**src/rtl/key_led_mode.sv**
```systemverilog
// -----------------------------------------------------------------------------
// key_led_mode
//   Steps the board LED through five display modes on every key press
//   (a 1->0 edge of the debounced key level):
//     OFF -> ON -> SLOW blink -> FAST blink -> BREATH (PWM fade) -> OFF ...
//   Single clock domain; the mode and the LED are both registered.
//
// Ports
//   sclk     in   1  system clock, rising-edge
//   s_rst    in   1  asynchronous reset, active-high
//   key_dbn  in   1  debounced key level, same clock domain; 0 = pressed
//   mode     out  3  current mode: 0 OFF, 1 ON, 2 SLOW, 3 FAST, 4 BREATH
//   led      out  1  LED drive, 1 = lit (registered)
// -----------------------------------------------------------------------------
module key_led_mode #(
  parameter int BLINK_SLOW  = 25_000_000,
  parameter int BLINK_FAST  = 5_000_000,
  parameter int PWM_PERIOD  = 1_000,
  parameter int BREATH_STEP = 25_000,
  parameter int CNT_W       = 32
) (
  input  logic       sclk,
  input  logic       s_rst,
  input  logic       key_dbn,
  output logic [2:0] mode,
  output logic       led
);

  localparam int DUTY_W = $clog2(PWM_PERIOD + 1);

  localparam logic [CNT_W-1:0]  SLOW_LIM  = CNT_W'(BLINK_SLOW - 1);
  localparam logic [CNT_W-1:0]  FAST_LIM  = CNT_W'(BLINK_FAST - 1);
  localparam logic [CNT_W-1:0]  PWM_LIM   = CNT_W'(PWM_PERIOD - 1);
  localparam logic [CNT_W-1:0]  STEP_LIM  = CNT_W'(BREATH_STEP - 1);
  localparam logic [DUTY_W-1:0] DUTY_TOP1 = DUTY_W'(PWM_PERIOD - 1);
  localparam logic [DUTY_W-1:0] DUTY_ONE  = DUTY_W'(1);

  typedef enum logic [2:0] {
    MODE_OFF    = 3'd0,
    MODE_ON     = 3'd1,
    MODE_SLOW   = 3'd2,
    MODE_FAST   = 3'd3,
    MODE_BREATH = 3'd4
  } mode_t;

  mode_t              state_r;
  mode_t              state_next_s;
  logic               key_d1_r;
  logic               armed_r;
  logic               press_s;
  logic [CNT_W-1:0]   half_cnt_r;
  logic [CNT_W-1:0]   half_cnt_next_s;
  logic [CNT_W-1:0]   half_lim_s;
  logic               blink_ph_r;
  logic               blink_ph_next_s;
  logic [CNT_W-1:0]   pwm_cnt_r;
  logic [CNT_W-1:0]   pwm_cnt_next_s;
  logic [CNT_W-1:0]   step_cnt_r;
  logic [CNT_W-1:0]   step_cnt_next_s;
  logic [DUTY_W-1:0]  duty_r;
  logic [DUTY_W-1:0]  duty_next_s;
  logic               dir_down_r;
  logic               dir_down_next_s;
  logic               led_r;
  logic               led_next_s;

  // The key level seen at reset release is the baseline: armed_r masks the
  // first edge after reset, so a key already held low then does not count as
  // a press until it is released and pressed again.
  assign press_s = key_d1_r & ~key_dbn & armed_r;

  // Half-period limit for the active blink mode.
  always_comb begin
    half_lim_s = FAST_LIM;
    if (state_r == MODE_SLOW) begin
      half_lim_s = SLOW_LIM;
    end else begin
      half_lim_s = FAST_LIM;
    end
  end

  // Mode FSM next state: one advance per press; stray encodings fall back to OFF.
  always_comb begin
    state_next_s = state_r;
    case (state_r)
      MODE_OFF: begin
        if (press_s) state_next_s = MODE_ON;
        else         state_next_s = MODE_OFF;
      end
      MODE_ON: begin
        if (press_s) state_next_s = MODE_SLOW;
        else         state_next_s = MODE_ON;
      end
      MODE_SLOW: begin
        if (press_s) state_next_s = MODE_FAST;
        else         state_next_s = MODE_SLOW;
      end
      MODE_FAST: begin
        if (press_s) state_next_s = MODE_BREATH;
        else         state_next_s = MODE_FAST;
      end
      MODE_BREATH: begin
        if (press_s) state_next_s = MODE_OFF;
        else         state_next_s = MODE_BREATH;
      end
      default: state_next_s = MODE_OFF;
    endcase
  end

  // Counter next state. The defaults are the cleared state, which is what a
  // press produces and what every counter not used by the mode is held at.
  always_comb begin
    half_cnt_next_s = '0;
    blink_ph_next_s = 1'b1;
    pwm_cnt_next_s  = '0;
    step_cnt_next_s = '0;
    duty_next_s     = '0;
    dir_down_next_s = 1'b0;
    if (press_s) begin
      // press wins over any wrap in the same cycle: keep the cleared defaults
    end else begin
      case (state_r)
        MODE_SLOW, MODE_FAST: begin
          if (half_cnt_r == half_lim_s) begin
            half_cnt_next_s = '0;
            blink_ph_next_s = ~blink_ph_r;
          end else begin
            half_cnt_next_s = half_cnt_r + CNT_W'(1);
            blink_ph_next_s = blink_ph_r;
          end
        end
        MODE_BREATH: begin
          if (pwm_cnt_r == PWM_LIM) begin
            pwm_cnt_next_s = '0;
          end else begin
            pwm_cnt_next_s = pwm_cnt_r + CNT_W'(1);
          end
          if (step_cnt_r == STEP_LIM) begin
            step_cnt_next_s = '0;
            // Direction turns in the same step that reaches an end, so the
            // extremes are held for exactly one step.
            if (dir_down_r) begin
              duty_next_s     = duty_r - DUTY_ONE;
              dir_down_next_s = (duty_r != DUTY_ONE);
            end else begin
              duty_next_s     = duty_r + DUTY_ONE;
              dir_down_next_s = (duty_r == DUTY_TOP1);
            end
          end else begin
            step_cnt_next_s = step_cnt_r + CNT_W'(1);
            duty_next_s     = duty_r;
            dir_down_next_s = dir_down_r;
          end
        end
        default: begin
          // OFF / ON use no counters: keep the cleared defaults
        end
      endcase
    end
  end

  // LED drive from the pre-edge mode and counters.
  always_comb begin
    led_next_s = 1'b0;
    case (state_r)
      MODE_OFF:             led_next_s = 1'b0;
      MODE_ON:              led_next_s = 1'b1;
      MODE_SLOW, MODE_FAST: led_next_s = blink_ph_r;
      MODE_BREATH:          led_next_s = (pwm_cnt_r < CNT_W'(duty_r));
      default:              led_next_s = 1'b0;
    endcase
  end

  // State, counter and output registers.
  always_ff @(posedge sclk or posedge s_rst) begin
    if (s_rst) begin
      state_r    <= MODE_OFF;
      key_d1_r   <= 1'b1;
      armed_r    <= 1'b0;
      half_cnt_r <= '0;
      blink_ph_r <= 1'b1;
      pwm_cnt_r  <= '0;
      step_cnt_r <= '0;
      duty_r     <= '0;
      dir_down_r <= 1'b0;
      led_r      <= 1'b0;
    end else begin
      state_r    <= state_next_s;
      key_d1_r   <= key_dbn;
      armed_r    <= 1'b1;
      half_cnt_r <= half_cnt_next_s;
      blink_ph_r <= blink_ph_next_s;
      pwm_cnt_r  <= pwm_cnt_next_s;
      step_cnt_r <= step_cnt_next_s;
      duty_r     <= duty_next_s;
      dir_down_r <= dir_down_next_s;
      led_r      <= led_next_s;
    end
  end

  assign mode = state_r;
  assign led  = led_r;

endmodule

```
**config.mk**
```make
export PLATFORM = sky130hd
export DESIGN_NAME = key_led_mode
export DESIGN_NICKNAME = d
export VERILOG_FILES = /design/src/rtl/key_led_mode.sv
export SDC_FILE = /design/constraint.sdc
export NUM_CORES = 1
export LEC_CHECK = 0
export CAP_MARGIN = 15
export CORE_AREA = 2 2 156 188
export CTS_CLUSTER_SIZE = 16
export DETAILED_ROUTE_END_ITERATION = 7
export DIE_AREA = 0 0 158 190
export PLACE_DENSITY_LB_ADDON = 0.3
export RECOVER_POWER = 50
export SLEW_MARGIN = 10
export SYNTH_ARGS = -nofsm -noshare
export SYNTH_HDL_FRONTEND = slang
export SYNTH_SLANG_ARGS = --single-unit
```
**constraint.sdc**
```tcl
create_clock -name sclk -period 4.6 [get_ports sclk]
set_input_delay 0.92 -clock sclk [delete_from_list [all_inputs] [get_ports sclk]]
set_output_delay 0.92 -clock sclk [all_outputs]
set_load 0.01 [all_outputs]
```
# [Yosys cells after proc, flatten, opt, wreduce, memory -nomap -nowiden]
# Index checks and enable logic that the tools add are counted.
[totals] ff_bits=114 inputBits=3 output_inout_bits=4 word_cells=61
[op_classes] add_sub_neg=5 n_lt_le_gt_ge=1 eq_ne=11 mux=28 bitwise_logic=4 reduce_logical=2
[op_table] op="$mux W32" count=9
[op_table] op="$add A32 B1 Y32 const B" count=3
[op_table] op="$mux W10" count=4
[op_table] op="$eq A32 B10 Y1 const B" count=1
[op_table] op="$eq A32 B15 Y1 const B" count=1
[op_table] op="$eq A32 B32 Y1" count=1
[op_table] op="$lt A32 B10 Y1" count=1
[op_table] op="$mux W25" count=1
[op_table] op="$pmux W3 S5" count=1
[op_table] op="$add A10 B1 Y10 const B" count=1
[op_table] op="$eq A10 B10 Y1 const B" count=1
[op_table] op="$ne A10 B1 Y1 const B" count=1
[op_table] op="$sub A10 B1 Y10 const B" count=1
[op_table] op="$mux W1" count=9
[op_table] op="$eq A3 B2 Y1 const B" count=2
[op_table] op="$mux W3" count=2
[op_table] op="$ne A3 B3 Y1 const B" count=2
[op_table] op="$eq A3 B1 Y1 const B" count=1
[op_table] op="$eq A3 B3 Y1 const B" count=1
[op_table] op="$logic_not A3 Y1" count=1
[op_table] op="$pmux W1 S3" count=1
[op_table] op="$and A1 B1 Y1" count=2
[op_table] op="$mux W2" count=1
[op_table] op="$not A1 Y1" count=2
[op_table] op="$reduce_or A2 Y1" count=1

# [Longest topological paths before layout]
[depth] ltp_word=6 mapped_depth=7 depth_no_buf=6

# [Worst setup path after synthesis]
# No wires, ideal clock.
[synth_path] path_kind="input-to-reg" from="input port key_dbn" to="register state_r[2], in the netlist mode[2]" setup_time_ns=0.143 arrival_ns=2.239 required_ns=4.457 setup_slack_ns=2.217 cell_stages=7 n_path_buf=4 cell_sequence="and3b_1 clkbuf_1 or2_2 clkbuf_1 clkbuf_1 clkbuf_1 o21ai_0"
[synth_between] elab_chain_cells=5 word_cells_on_any_way=6 classes_between="mux: 3; bitwise: 3"
[synth_rtl] element="start, declared" line="24" text="input logic key_dbn,"
[synth_rtl] element="$not A1 Y1 (*)" line="70" text="assign press_s = key_d1_r & ~key_dbn & armed_r;"
[synth_rtl] element="$and A1 B1 Y1 (*) (2 in a row)" line="70"
[synth_rtl] element="$mux W3, on equally long branches" line="103, 99"
[synth_rtl] element="$pmux W3 S5 (*)" line="85" text="case (state_r)"
[synth_rtl] element="named net state_next_s[2]" line="47" text="mode_t state_next_s;"
[synth_rtl] element="end signal, assigned" line="188" text="state_r <= state_next_s;"
[synth_rtl] element="end, declared" line="46" text="mode_t state_r;"
# The timed path passes the listed nets; every way through them passes the cells marked *.
# A chain may end at the register's enable or synchronous reset.

==> impl_summary.log <==
INFO  metric worst-slew-pin-transition = 2620 ps
INFO  metric via_count = around 5600
INFO  metric synth_enable_flop_cells = 0
INFO  metric gp_routability_congestion = 0.745
INFO  metric clkSlewWorstSetupHoldPaths = 50 ps
INFO  metric setup_repair_after_global_routing_missed_its_margin = false
INFO  metric slew_viol_final = 59
INFO  metric buffers_added_on_ports = 6
INFO  metric dieHeight = 190 µm
INFO  metric worstPathMaxFanout = 58
INFO  metric synthDistinctLibCells = 54
INFO  metric synth_area = approximately 6700 µm²
INFO  metric cts_resized = 0
INFO  metric antenna_found_initial = 0
INFO  metric timing.critical_path.from_type = primary input
INFO  metric gr-total-overflow = 0
INFO  metric final_common_cell = sky130_fd_sc_hd__dfrtp_1
INFO  metric report.final.setup_viol = 0
INFO  metric slew_headroom = -0.756
INFO  metric drtAntennaViolNets = 0
INFO  metric cts_setup_buffers = 0
INFO  metric drc_errors = 0
INFO  metric antenna_diode_instance_count = 0
INFO  metric postSynthNetCount = 740
INFO  metric syn_inst = ~720
INFO  metric grt_start_max_net_pins = between 50 and 60
INFO  metric detailed_place.area = 7100 µm²
INFO  metric max_cap_violations = 1
INFO  metric violations = capacitance limit, slew limit
INFO  metric fraction_of_the_yosys_area_taken_by_sequential_cells = 0.429
INFO  metric fin_cells = ~1100
INFO  metric dieWidth = 158 µm
INFO  metric cp.arrival = 3750 ps
INFO  metric placed_cell_count = around 1100
INFO  metric async_reset_ff_frac = 1.00
INFO  metric hold_violations = 0
INFO  metric filler_cell_count = 3048
INFO  metric cts.path.max_buffers = 2
INFO  metric die_area = 30000 µm²
INFO  metric peakVddDrop = 0.000246 V
INFO  metric fin_setup_tns = 0 ps
INFO  metric final.min_clock_period = ~3300 ps
INFO  metric grt.total_usage = 0.115
INFO  metric cts-hold-fix-buffers = 0
INFO  metric ys_ff_latch = 114
INFO  metric layout_worst_path_cycle_share = 0.709
INFO  metric dp_hpwl = 10.4 mm
INFO  metric core.rowCount = 68
INFO  metric core = 28400 µm²
INFO  metric wl = roughly 16 mm
INFO  metric hold_path_class = flip-flop to flip-flop
INFO  metric setup.worst_path.end_class = async pin
INFO  metric synth.avg_cell_area = 9.23 µm²
INFO  metric final_design_area_no_fill = ~7700 µm²
INFO  metric timing.hold.worst_path_depth = 1
INFO  metric drtPass1Iterations = 4
INFO  metric synth_flop_cell = sky130_fd_sc_hd__dfrtp_1
INFO  metric detail_route.wl_per_cell = 14.6 µm
INFO  metric fmaxAchievable = 306 MHz
INFO  metric cp_data_required_time = 5080 ps
INFO  metric clk-insertion-delay-late = 420 ps
INFO  metric layout_common_cells = sky130_fd_sc_hd__dfrtp_1, sky130_fd_sc_hd__nor3_1, sky130_fd_sc_hd__nand2_1, sky130_fd_sc_hd__a211oi_1, sky130_fd_sc_hd__nand3_1
INFO  metric cts.sink_count = 114
INFO  metric layout-drive-gt1-share = 0.0750
INFO  metric finalClockSkew = 8.56 ps
INFO  metric grt_first_pass_wirelength = ~28 mm
INFO  metric finalCoreUtilization = 0.271
INFO  metric floorplan.io_pins = 7
INFO  metric outcome = finished, violations left
INFO  metric tritoncts_clock_tree = built
INFO  metric number_of_global_route_vias_before_repair = 5522
INFO  metric power_per_cell_area = 337 nW/µm²
INFO  metric cts_root_buffer = sky130_fd_sc_hd__clkbuf_16
INFO  metric area_growth = 15.4%
INFO  metric detail_route.vias_per_cell = 5.04
INFO  metric criticalPathCategory = primary input to async pin
INFO  metric synth.yosys.warnings = 0
INFO  metric cellLeakagePower = ~2.6 nW
INFO  metric floorplan.initialDensity = 0.234
INFO  metric finish.net_count = ~730
INFO  metric detail_route.iter0.violations = slightly below 300
INFO  metric htree_num_levels = 4
INFO  metric worstRegToRegCells = 5
INFO  metric cts_made_buffers = 17
-- power by group --
part	leakage (nW)	switching (mW)	internal (mW)
registers	1.58	0.0315	1.03
logic	0.728	0.120	0.0664
clock network	0.292	0.472	0.873
total	2.60	0.623	1.97
-- sequential cells by signal, summed over array words and instances, names as in the netlist --
register,flops
key_d1_r,1
armed_r,1
duty_r,10
led,1
mode,3
blink_ph_r,1
pwm_cnt_r,32
half_cnt_r,32
dir_down_r,1
step_cnt_r,32
-- critical path, cell delays in order --
cell and delay, ps:
sky130_fd_sc_hd__dlygate4sd3_1 550, sky130_fd_sc_hd__clkinvlp_2 1490, sky130_fd_sc_hd__clkbuf_2 760
-- layout make-up --
cell class | count | area, µm² | area share
multi-input combinational | 536 | 3540 | 0.461
sequential | 114 | 2860 | 0.371
tap | 385 | 482 | 0.0627
clock buffer | 21 | 460 | 0.0599
clock inverter | 11 | 135 | 0.0176
timing repair buffer | 15 | 125 | 0.0163
inverter | 23 | 87.6 | 0.0114
-- per-stage QoR --
stage | power [mW] | setup slack, ps | hold slack [ps]
after floorplan | 1.20 | 668 | 444
after global placement | 1.27 | 1300 | 470
after detailed placement | 1.27 | 1310 | 479
after CTS | 2.63 | 1510 | 486
after global routing | 2.71 | 777 | 511
final | 2.59 | 1340 | 477
-- cell families (layout without fill, tap and decap cells) --
family          count (synthesis)  after routing  synth area share
compound gates                130            130             0.135
xor+xnor                       39             39            0.0513
fa+ha+maj                      15             15            0.0282
buf+inv                        72             70            0.0417
flops                         114            114             0.429
mux                            13             13            0.0195
other cells                     1              1          0.000563
simple gates                  338            338             0.295
-- synth_stat cells, drive strengths merged, types with 2 or more instances --
| library cell | count | area (µm²) |
|---|---|---|
| nor4bb | 5 | 50.1 |
| and3 | 6 | 37.5 |
| and2 | 3 | 18.8 |
| nor4 | 25 | 156 |
| inv | 23 | 86.3 |
| o21ai | 31 | 155 |
| nor3 | 53 | 265 |
| a21oi | 9 | 45.0 |
| xor2 | 17 | 149 |
| xnor2 | 22 | 193 |
| nand3 | 40 | 200 |
| o41ai | 2 | 17.5 |
| or4 | 31 | 236 |
| a211o | 4 | 35.0 |
| nand2b | 2 | 12.5 |
| a2111oi | 4 | 35.0 |
| a211oi | 48 | 360 |
| or4b | 3 | 30.0 |
| nor4b | 4 | 35.0 |
| dfrtp | 112 | 2800 |
| nor2 | 22 | 82.6 |
| clkbuf | 41 | 154 |
| dfstp | 2 | 52.6 |
| or4bb | 2 | 22.5 |
| nand4 | 39 | 250 |
| o31ai | 21 | 158 |
| ha | 15 | 188 |
| and4 | 12 | 105 |
| buf | 8 | 37.5 |
| or3 | 25 | 156 |
| nor3b | 5 | 37.5 |
| and4b | 2 | 20.0 |
| mux2i | 13 | 130 |
| nand2 | 51 | 191 |
| a32oi | 2 | 17.5 |
| or2 | 5 | 31.3 |
-- worst paths after layout --
path	from	slack, ps	endpoint
max reg2reg	step_cnt_r[21]$_DFF_PP0_	1560	step_cnt_r[21]$_DFF_PP0_
min reg2reg	step_cnt_r[0]$_DFF_PP0_	480	step_cnt_r[0]$_DFF_PP0_
max	s_rst	1340	step_cnt_r[7]$_DFF_PP0_
min in group asynchronous	s_rst	1690	half_cnt_r[23]$_DFF_PP0_
min	step_cnt_r[0]$_DFF_PP0_	480	step_cnt_r[0]$_DFF_PP0_
max in group sclk	step_cnt_r[21]$_DFF_PP0_	1560	step_cnt_r[21]$_DFF_PP0_
-- metal layers --
layer  global-route usage  vias to the layer above  wire length, µm  share of wire
met1                0.147                     2727             7730           0.48
met4               0.0457                        0              323          0.020
met2                0.186                       71             7640           0.47
met3               0.0264                       24              432          0.027
li1                     -                     2748                -              -
met5                    0                        -                0              0
Power figures use the tool's default switching activity.
